`src/rtl/handshake_fifo_buffer.sv`:
```
// Elastic valid/ready FIFO with registered outputs; no combinational path from inputs to outputs.
// Optional occupancy output is enabled by defining HANDSHAKE_FIFO_COUNT_EN.
module handshake_fifo_buffer #(
  parameter int DATA_WIDTH = 32,
  parameter int DEPTH      = 4,
  localparam int PTR_W     = $clog2(DEPTH),
  localparam int CNT_W     = PTR_W + 1
) (
  input  logic                  clk,
  input  logic                  rst,
  input  logic [DATA_WIDTH-1:0] ins,
  input  logic                  ins_valid,
  output logic                  ins_ready,
  output logic [DATA_WIDTH-1:0] outs,
  output logic                  outs_valid,
  input  logic                  outs_ready
`ifdef HANDSHAKE_FIFO_COUNT_EN
  ,
  output logic [CNT_W-1:0]      occupancy
`endif
);

  logic [DATA_WIDTH-1:0] mem_q [DEPTH];
  logic [DATA_WIDTH-1:0] mem_d [DEPTH];
  logic [PTR_W-1:0]      rd_ptr_q, rd_ptr_d;
  logic [PTR_W-1:0]      wr_ptr_q, wr_ptr_d;
  logic [CNT_W-1:0]      count_q, count_d;

  logic empty, full, push, pop;

  assign empty = (count_q == '0);
  assign full  = (count_q == CNT_W'(DEPTH));

  // Ready and valid depend only on the occupancy register, which breaks the ready chain.
  assign ins_ready  = !full;
  assign outs_valid = !empty;
  assign outs       = mem_q[rd_ptr_q];

  assign push = ins_valid && ins_ready;
  assign pop  = outs_valid && outs_ready;

`ifdef HANDSHAKE_FIFO_COUNT_EN
  assign occupancy = count_q;
`endif

  always_comb begin
    mem_d    = mem_q;
    rd_ptr_d = rd_ptr_q;
    wr_ptr_d = wr_ptr_q;
    count_d  = count_q;

    if (push) begin
      mem_d[wr_ptr_q] = ins;
      wr_ptr_d        = wr_ptr_q + PTR_W'(1);
    end
    if (pop) begin
      rd_ptr_d = rd_ptr_q + PTR_W'(1);
    end

    unique case ({push, pop})
      2'b10:   count_d = count_q + CNT_W'(1);
      2'b01:   count_d = count_q - CNT_W'(1);
      default: count_d = count_q;
    endcase
  end

  // NOTE: non-blocking assignments here so every flop samples pre-edge values regardless of statement order.
  always_ff @(posedge clk or negedge rst) begin
    if (!rst) begin
      // NOTE: the storage array is reset on purpose so outs reads 0 while empty after reset.
      mem_q    <= '{default: '0};
      rd_ptr_q <= '0;
      wr_ptr_q <= '0;
      count_q  <= '0;
    end else begin
      mem_q    <= mem_d;
      rd_ptr_q <= rd_ptr_d;
      wr_ptr_q <= wr_ptr_d;
      count_q  <= count_d;
    end
  end

endmodule

```
`config.mk`:
```
export PLATFORM = sky130hd
export DESIGN_NAME = handshake_fifo_buffer
export DESIGN_NICKNAME = d
export VERILOG_FILES = /design/src/rtl/handshake_fifo_buffer.sv
export SDC_FILE = /design/constraint.sdc
export NUM_CORES = 1
export LEC_CHECK = 0
export BUFFER_PORTS_ARGS = -buffer_cell sky130_fd_sc_hd__buf_2
export CORE_MARGIN = 1
export CORE_UTILIZATION = 53
export DETAILED_ROUTE_END_ITERATION = 10
export PLACE_DENSITY = 0.76
export SKIP_CTS_REPAIR_TIMING = 1
export SLEW_MARGIN = 20
export SYNTH_ARGS = -nofsm -noshare
export SYNTH_HDL_FRONTEND = slang
export SYNTH_SLANG_ARGS = --single-unit
```
`constraint.sdc`:
```
create_clock -name clk -period 2.19 [get_ports clk]
set_clock_uncertainty 0.2 [all_clocks]
set_input_delay 0.1095 -clock clk [delete_from_list [all_inputs] [get_ports clk]]
set_output_delay 0.1095 -clock clk [all_outputs]
set_load 0.005 [all_outputs]
```
# Word level (Yosys, flattened, before mapping)
# Index checks and enable logic that the tools add are counted.
# word_totals
register_bits,135
wordCells,33
input_bits,36
out_inout_bits,34
# classes
bitwise_logic,2
n_reduce_logical,7
magnitude_cmp,3
addsub,4
mux,7
n_eq_ne,3
# op_table
cell,n
bitwise mux 128 bit,1
two-way mux 32 bit,3
binary-select mux 32 bit (select 2 bit),1
demux 32 bit (select 2 bit),1
>= comparator 3 bit (second input constant),2
NOT 2 -> 3 bit,2
case mux 3 bit (2 select lines),1
adder 2 x 1 -> 2 bit (second input constant),2
adder 3 x 1 -> 3 bit (second input constant),1
== test 3 bit (second input constant),1
logical AND 1 bit,3
logical NOT 3 bit,1
< comparator 3 x 1 -> 1 bit (second input constant),1
subtractor 3 x 1 -> 3 bit (second input constant),1
== test 2 x 1 -> 1 bit (second input constant),1
== test 2 bit (second input constant),1
logical NOT 1 bit,2
nonzero test 2 bit,1

# Depth between registers and ports, before layout
# Gate-level depths: netlist of run 1.
# logic_depth
ltp_word,6
mapped_depth,9
mapped_depth_nobuf,8

# Worst setup path after synthesis of run 1
# OpenSTA, ideal clock, no wires.
# synth_timing
kind,register to register
start,register count_q[0]
end,register count_q[2]
t_required_ns,1.911
synth_period_minus_slack_ns,2.259
slack_ns,-0.069
setup_time_ns,0.079
path_stages_with_launch,10
t_arrival_ns,1.980
n_path_buf,1
path_cell_list,dfrtp_1 or3b_1 buf_6 nand2_1 ha_1 inv_1 fa_1 xor2_1 nor2_1 xor2_1
# synth_between
elab_chain_cells,5
elab_cells_between_ends,12
cone_classes,2 x add/sub; 3 x eq/ne; 1 x mux; 6 x reduce/logical
# synth_rtl
element,line,text
"start, declared",27,"logic [CNT_W-1:0] count_q, count_d;"
"start signal, assigned",79,count_q <= count_d;
== test 3 bit *,32,assign full = (count_q == CNT_W'(DEPTH));
logical NOT 1 bit *,35,assign ins_ready = !full;
via ins_ready,13,"output logic ins_ready,"
logical AND 1 bit *,39,assign push = ins_valid && ins_ready;
== test 2 x 1 -> 1 bit or == test 2 bit (tied branches),60,"unique case ({push, pop})"
case mux 3 bit (2 select lines) or nonzero test 2 bit (tied branches),-,
# The timed path passes the listed nets; every way through them passes the cells marked *.
# A chain may end at the register's enable or synchronous reset.

# Worst setup path after layout of run 1
# layout_timing
start,register count_q[2]
end,register mem_q[32] in the netlist's numbering
# layout_between
elab_chain_cells,3
# layout_rtl
element,line,text
== test 3 bit,32,
logical NOT 1 bit,35,
logical AND 1 bit,39,
"end signal, assigned",76,mem_q <= mem_d;
"end, declared",23,logic [DATA_WIDTH-1:0] mem_q [DEPTH];
# Every way passes these cells.

==> impl_metrics.py, run 1 <==
metrics = {
    "pwr": {
        "pwr-share-comb": 0.440,
        "seqPwrFrac": 0.356,
        "p_int_mw": 9.10,
        "netSwitchingFraction": 0.284,
        "p_leak_nw": 3.59,
        "ir_worst_vdd_mv": 0.773,
        "p_per_area_mw_per_mm2": 1620,
        "clkPwrFrac": 0.204,
        "p_switching_mw": 3.61,
    },
    "place": {
        "io_buffers": 69,
        "post-place-ws_ns": 0.0251,
        "dp_hpwl_mm": 7.07,
        "place.gp.congestion": 0.701,
    },
    "logic_synthesis": {
        "synth_cell_types": 20,
        "synth_seq_area_share": 0.514,
        "ys_seq_elements": 135,
        "netlist_instances": 349,
        "syn_avg_cell_area_um2": 18.9,
        "synth_area_leader_cell": "dfrtp_1",
        "synth_top_cell_area_share": 0.514,
        "synth_area_leaders": "dfrtp_1 51%, mux2_4 27%, mux4_2 11%",
        "synth_area_mm2": 0.00658,
        "yosys_warnings": 0,
        "syn-num-nets": 391,
    },
    "sta": {
        "rsz0062_at_grt": "true",
        "slew_violations": 0,
        "fin_ws_ns": 0.0403,
        "fmaxAchievable_mhz": 465,
        "final_hold_viol_count": 0,
        "post-route-min-period_ns": 2.15,
        "fin_setup_tns_ns": 0,
        "worst_pin_slew_ns": 0.721,
        "setup-violations-final": 0,
        "finalCritPeriodShare": 0.982,
        "max-slew-margin-rel": 0.519,
    },
    "worst_hold_path": {
        "hp-class": "in2async",
    },
    "worst_setup_path": {
        "required_ns": 2.29,
        "startpoint_type": "flip-flop",
        "worstSetupPathType": "reg2reg",
        "worstSetupEndpointType": "flip-flop",
        "crit_arrival_ns": 2.25,
        "cp_max_fo": 32,
    },
    "routing": {
        "first_pass_iters": 6,
        "drtIter0Drc": 163,
        "dr_wl_met2_mm": 5.80,
        "via_count": 3356,
        "vias_per_cell": 5.25,
        "wl_met1_mm": 5.95,
        "wl_met3_um": 339,
        "highest_layer": "met4",
        "antenna_left": 0,
        "drcViolationCount": 0,
        "drt_wl_total_mm": 12.3,
        "post_drt_wl_per_cell_um": 19.2,
    },
    "job": {
        "maxCapViolCount": 0,
    },
    "floorplanning": {
        "rows": 40,
        "die_area_mm2": 0.0129,
        "initial_core_util": 0.545,
        "die_x_um": 113,
        "die_y_um": 113,
        "io_pins": 70,
        "core_mm2": 0.0121,
    },
    "global_routing": {
        "track_usage": 0.209,
        "antenna_found_initial": 0,
        "overflow": 0,
        "grt_max_degree": 67,
        "grt_pass1_vias": 3622,
        "grt_pass1_wl_mm": 20.0,
    },
    "clocking": {
        "clkTransAtPathRegs_ns": 0.06,
        "cts_tree": "done",
        "clockBufferDepth": 2,
        "cts_max_level": 4,
        "clock_sink_count": 135,
        "clockRootBuffer": "clkbuf_16",
        "clock_latency_ns": 0.42,
        "cts_made_buffers": 17,
    },
    "layout": {
        "drive_gt1_frac": 0.588,
        "n_fill_cell": 842,
        "n_antenna_cell": 0,
        "final_nets": 501,
        "area_growth_syn_to_layout_pct": 19.6,
    },
    "status": {
        "outcome": "finished, final reports clean",
    },
}
==> power groups by stage <==
| stage | Combinational (mW) | Sequential [mW] | Clock, mW |
|---|---|---|---|
| after global placement | 5.40 | 4.45 | 0 |
| after CTS | 5.53 | 4.51 | 2.65 |
| after floorplan | 4.48 | 4.28 | 0 |
| after detailed placement | 5.51 | 4.51 | 0 |
| final | 5.59 | 4.52 | 2.59 |
| after global routing | 6.00 | 4.68 | 2.75 |
==> through the flow <==
step           instance area [um^2]  instances  power (mW)  hold WS, ns  utilization
6_report                       7870        639        12.7       0.0839        0.652
3_5_place_dp                   6940        570        10.0      -0.0475        0.575
5_1_grt                        7870        639        13.4        0.118        0.652
3_3_place_gp                   6940        570        9.85      -0.0551        0.575
2_1_floorplan                  6600        349        8.75       -0.386            -
4_1_cts                        7470        601        12.7       -0.481        0.619
==> cell usage in the layout (no fill, tap or decap), types with 2 or more instances in the layout <==
master,Yosys,layout
clkinv_2,0,3
dfrtp_2,0,2
buf_12,12,3
mux2_2,9,3
clkbuf_8,0,2
dlygate4sd3_1,0,35
clkbuf_1,5,8
inv_1,5,5
mux4_2,32,32
ha_1,5,4
and3_4,4,4
xor2_1,3,3
dfrtp_1,135,133
mux2_4,120,126
buf_4,0,9
clkbuf_16,0,17
buf_2,3,68
xnor2_1,3,3
==> Yosys cell counts (all sizes together) <==
library cell  instances
o31a                  1
mux4                 32
or3b                  1
nor2                  1
dfrtp               135
or3                   1
nand2                 2
inv                   5
and3                  4
xnor2                 3
mux2                129
buf                  20
xor2                  3
fa                    1
ha                    5
clkbuf                5
mux2i                 1
==> kinds of logic (layout without fill, tap and decap cells) <==
group	after synthesis	count (layout)	synth area share
xor gates and xnor gates	6	6	0.00799
and+or+nand+nor	9	9	0.0110
AOI/OAI and AO/OA	1	1	0.00152
muxes	162	162	0.400
DFF	135	135	0.514
buffers and inverters	30	152	0.0531
adders and majority gates	6	6	0.0126
==> cell type report <==
type	instances	area, um^2	share of cell area
repair buffers	116	830	0.105
flip-flops and latches	135	3380	0.430
well taps	168	210	0.0267
multi-input cells	184	2900	0.369
clock inverters	4	45.0	0.00573
clock buffers	27	483	0.0614
inverters	5	18.8	0.00239
==> state kept, by name, summed over array words and instances, names as in the netlist <==
signal / flops
wr_ptr_q: 2
mem_q: 128
count_q: 3
rd_ptr_q: 2
==> metal layers <==
layer	track usage	up-vias
li1	-	1492
met1	0.303	1791
met2	0.306	59
met3	0.0521	14
met4	0.0789	0
met5	0	-
==> final timing paths <==
kind | start | to | slack [ns] | depth (start not counted)
max in group asynchronous | rst | mem_q[74] | 1.07 | 3
worst min register to register | mem_q[57] | mem_q[57] | 0.30 | 1
worst max register to register | count_q[2] | mem_q[32] | 0.04 | 4
min in group clk | mem_q[57] | mem_q[57] | 0.30 | 1
worst min-delay path | rst | mem_q[122] | 0.08 | 2
worst max-delay path | count_q[2] | mem_q[32] | 0.04 | 4
==> worst max-delay path: stages (launching register included) <==
cell	delay (ns)
dfrtp_1	0.37
or3b_4	0.26
buf_4	0.12
and3_4	0.67
mux2_2	0.40
No activity file was read; power rests on OpenSTA's default activity.
==> run 2: changes to the inputs <==
--- a/config.mk
+++ b/config.mk
@@ -6,10 +6,12 @@
 export NUM_CORES = 1
 export LEC_CHECK = 0
 export BUFFER_PORTS_ARGS = -buffer_cell sky130_fd_sc_hd__buf_2
+export CELL_PAD_IN_SITES_DETAIL_PLACEMENT = 0
+export CELL_PAD_IN_SITES_GLOBAL_PLACEMENT = 1
 export CORE_MARGIN = 1
-export CORE_UTILIZATION = 53
+export CORE_UTILIZATION = 46
 export DETAILED_ROUTE_END_ITERATION = 10
-export PLACE_DENSITY = 0.76
+export PLACE_DENSITY = 0.75
 export SKIP_CTS_REPAIR_TIMING = 1
 export SLEW_MARGIN = 20
 export SYNTH_ARGS = -nofsm -noshare
==> run 2 against run 1 <==
The flow now finishes with violations (negative hold slack). Largest cell class unchanged. Non-clock buffer count increased by 4. Power increased by 4.1%. First-iteration DRC count increased by 9.8%. Register-to-register slack got worse by 0.02 ns. Combinational power increased by 3%. Final area increased by 2.1%. Critical path depth increased by 4. Worst hold slack got worse by 0.098 ns. Die area increased by 15%.
==> impl_metrics.py, run 2 (synthesized netlist as in run 1, its figures left out) <==
metrics = {
    "layout": {
        "drive_gt1_frac": 0.599,
        "final_cells": 656,
        "final_cell_mix": "134 x dfrtp_1, 126 x mux2_4, 68 x buf_2",
        "final_nets": 505,
        "area_growth_syn_to_layout_pct": 22.1,
        "regMostFlops": "mem_q",
        "mostFrequentLayoutCell": "dfrtp_1",
        "reg.largest.list": "mem_q (128), count_q (3)",
        "largest_reg_flops": 128,
        "fin_area_mm2": 0.00803,
        "n_antenna_cell": 0,
    },
    "floorplanning": {
        "die_y_um": 122,
        "io_pins": 70,
        "die_x_um": 122,
        "rows": 43,
        "die_area_mm2": 0.0148,
        "initial_core_util": 0.472,
        "core_mm2": 0.0139,
    },
    "pwr": {
        "p_switching_mw": 3.71,
        "netSwitchingFraction": 0.281,
        "p_int_mw": 9.51,
        "p_per_area_mw_per_mm2": 1650,
        "pwr-share-comb": 0.435,
        "clkPwrFrac": 0.219,
        "power_mw": 13.2,
        "ir_worst_vdd_mv": 0.848,
        "seqPwrFrac": 0.346,
        "p_leak_nw": 3.66,
    },
    "worst_hold_path": {
        "hp-class": "in2reg",
        "holdPathStages": 4,
    },
    "place": {
        "io_buffers": 69,
        "place.gp.congestion": 0.695,
        "dp_hpwl_mm": 7.10,
        "place_inst": 581,
        "placed_area_mm2": 0.00697,
    },
    "clocking": {
        "clockBufferDepth": 2,
        "clock_sink_count": 135,
        "clockRootBuffer": "clkbuf_16",
        "clock_latency_ns": 0.42,
        "clkTransAtPathRegs_ns": 0.06,
        "cts_tree": "done",
        "cts_made_buffers": 17,
        "cts_max_level": 4,
    },
    "worst_setup_path": {
        "crit_arrival_ns": 2.31,
        "cp_max_fo": 4,
        "reg2reg_depth": 8,
        "required_ns": 2.33,
        "startpoint_type": "flip-flop",
        "crit_chain": "or3b_4, nand2_4, ha_4, inv_1, fa_2, xor2_1, nor2_1, xor2_1",
        "worstSetupPathType": "reg2reg",
        "rrSetupSlack_ns": 0.02,
        "path_common_cell": "xor2_1",
        "cpPeakStageDelay_ns": 0.44,
        "worstSetupEndpointType": "flip-flop",
        "cp_slowest_cell": "or3b_4",
    },
    "routing": {
        "vias_per_cell": 5.17,
        "drtIter0Drc": 179,
        "antenna_left": 0,
        "post_drt_wl_per_cell_um": 19.5,
        "drcViolationCount": 0,
        "drt_wl_total_mm": 12.8,
        "via_count": 3394,
        "first_pass_iters": 4,
    },
    "sta": {
        "finalCritPeriodShare": 0.990,
        "post-route-min-period_ns": 2.17,
        "rsz0062_at_grt": "true",
        "slew_violations": 0,
        "setup-violations-final": 0,
        "max-slew-margin-rel": 0.505,
        "worst_pin_slew_ns": 0.743,
        "final_hold_viol_count": 1,
        "fin_setup_tns_ns": 0,
        "fmaxAchievable_mhz": 461,
        "timing.hold.ws_ns": -0.0140,
    },
    "global_routing": {
        "grt_busiest_layer": "met2",
        "overflow": 0,
        "track_usage": 0.184,
        "antenna_found_initial": 0,
        "use_met1": 0.258,
        "grt_pass1_wl_mm": 20.0,
        "grt_util_met2": 0.275,
        "grt_max_degree": 50,
        "grt_pass1_vias": 3596,
        "grtUsageMet3": 0.0449,
    },
    "status": {
        "violations": "negative hold slack",
        "outcome": "finished with violations",
    },
    "job": {
        "maxCapViolCount": 0,
    },
}
## run 2: metal layers
layer	wire length [um]	vias to the layer above
li1	-	1511
met1	6130	1809
met2	6110	54
met3	334	20
met4	199	0
met5	0	-
## run 2: through the flow
| stage | hold WS (ns) | utilization | worst slack (ns) |
|---|---|---|---|
| finish | -0.0140 | 0.576 | 0.0214 |
| floorplan | -0.386 | - | 0.0246 |
| global placement | -0.0684 | 0.500 | 0.00326 |
| detailed placement | -0.0633 | 0.500 | -0.0375 |
| CTS | -0.512 | 0.543 | -0.0830 |
| global route | 0.00553 | 0.576 | -0.102 |
## run 2: power by group through the flow
| stage | sequential [mW] | combinational [mW] | clock (mW) |
|---|---|---|---|
| after floorplan | 4.28 | 4.48 | 0 |
| after global placement | 4.51 | 5.42 | 0 |
| after detailed placement | 4.57 | 5.50 | 0 |
| after CTS | 4.57 | 5.54 | 2.95 |
| after global routing | 4.73 | 6.18 | 3.07 |
| final | 4.57 | 5.76 | 2.89 |
## run 2: final cells by class
class	count	area, um^2
clock buffers	23	478
clock inverters	9	123
fillers	1072	5900
inverters	5	18.8
multi-input cells	184	2900
flip-flops and latches	135	3380
well taps	180	225
repair buffers	120	905
## run 2: worst max-delay path: cells and delay by family (launching register included)
| kind | cells | cell delay, ns |
|---|---|---|
| xor gates and xnor gates | 2 | 0.31 |
| adders and majority gates | 2 | 0.47 |
| buffers and inverters | 1 | 0.05 |
| DFF | 1 | 0.41 |
| and+or+nand+nor | 3 | 0.65 |
## run 2: path summary, 6_finish.rpt
check,to,start
worst max-delay path,count_q[2],count_q[1]
worst min register to register,mem_q[44],mem_q[44]
min in group asynchronous,mem_q[97],rst
worst max register to register,count_q[2],count_q[1]
worst min-delay path,count_q[1],ins_valid
max in group asynchronous,rd_ptr_q[0],rst
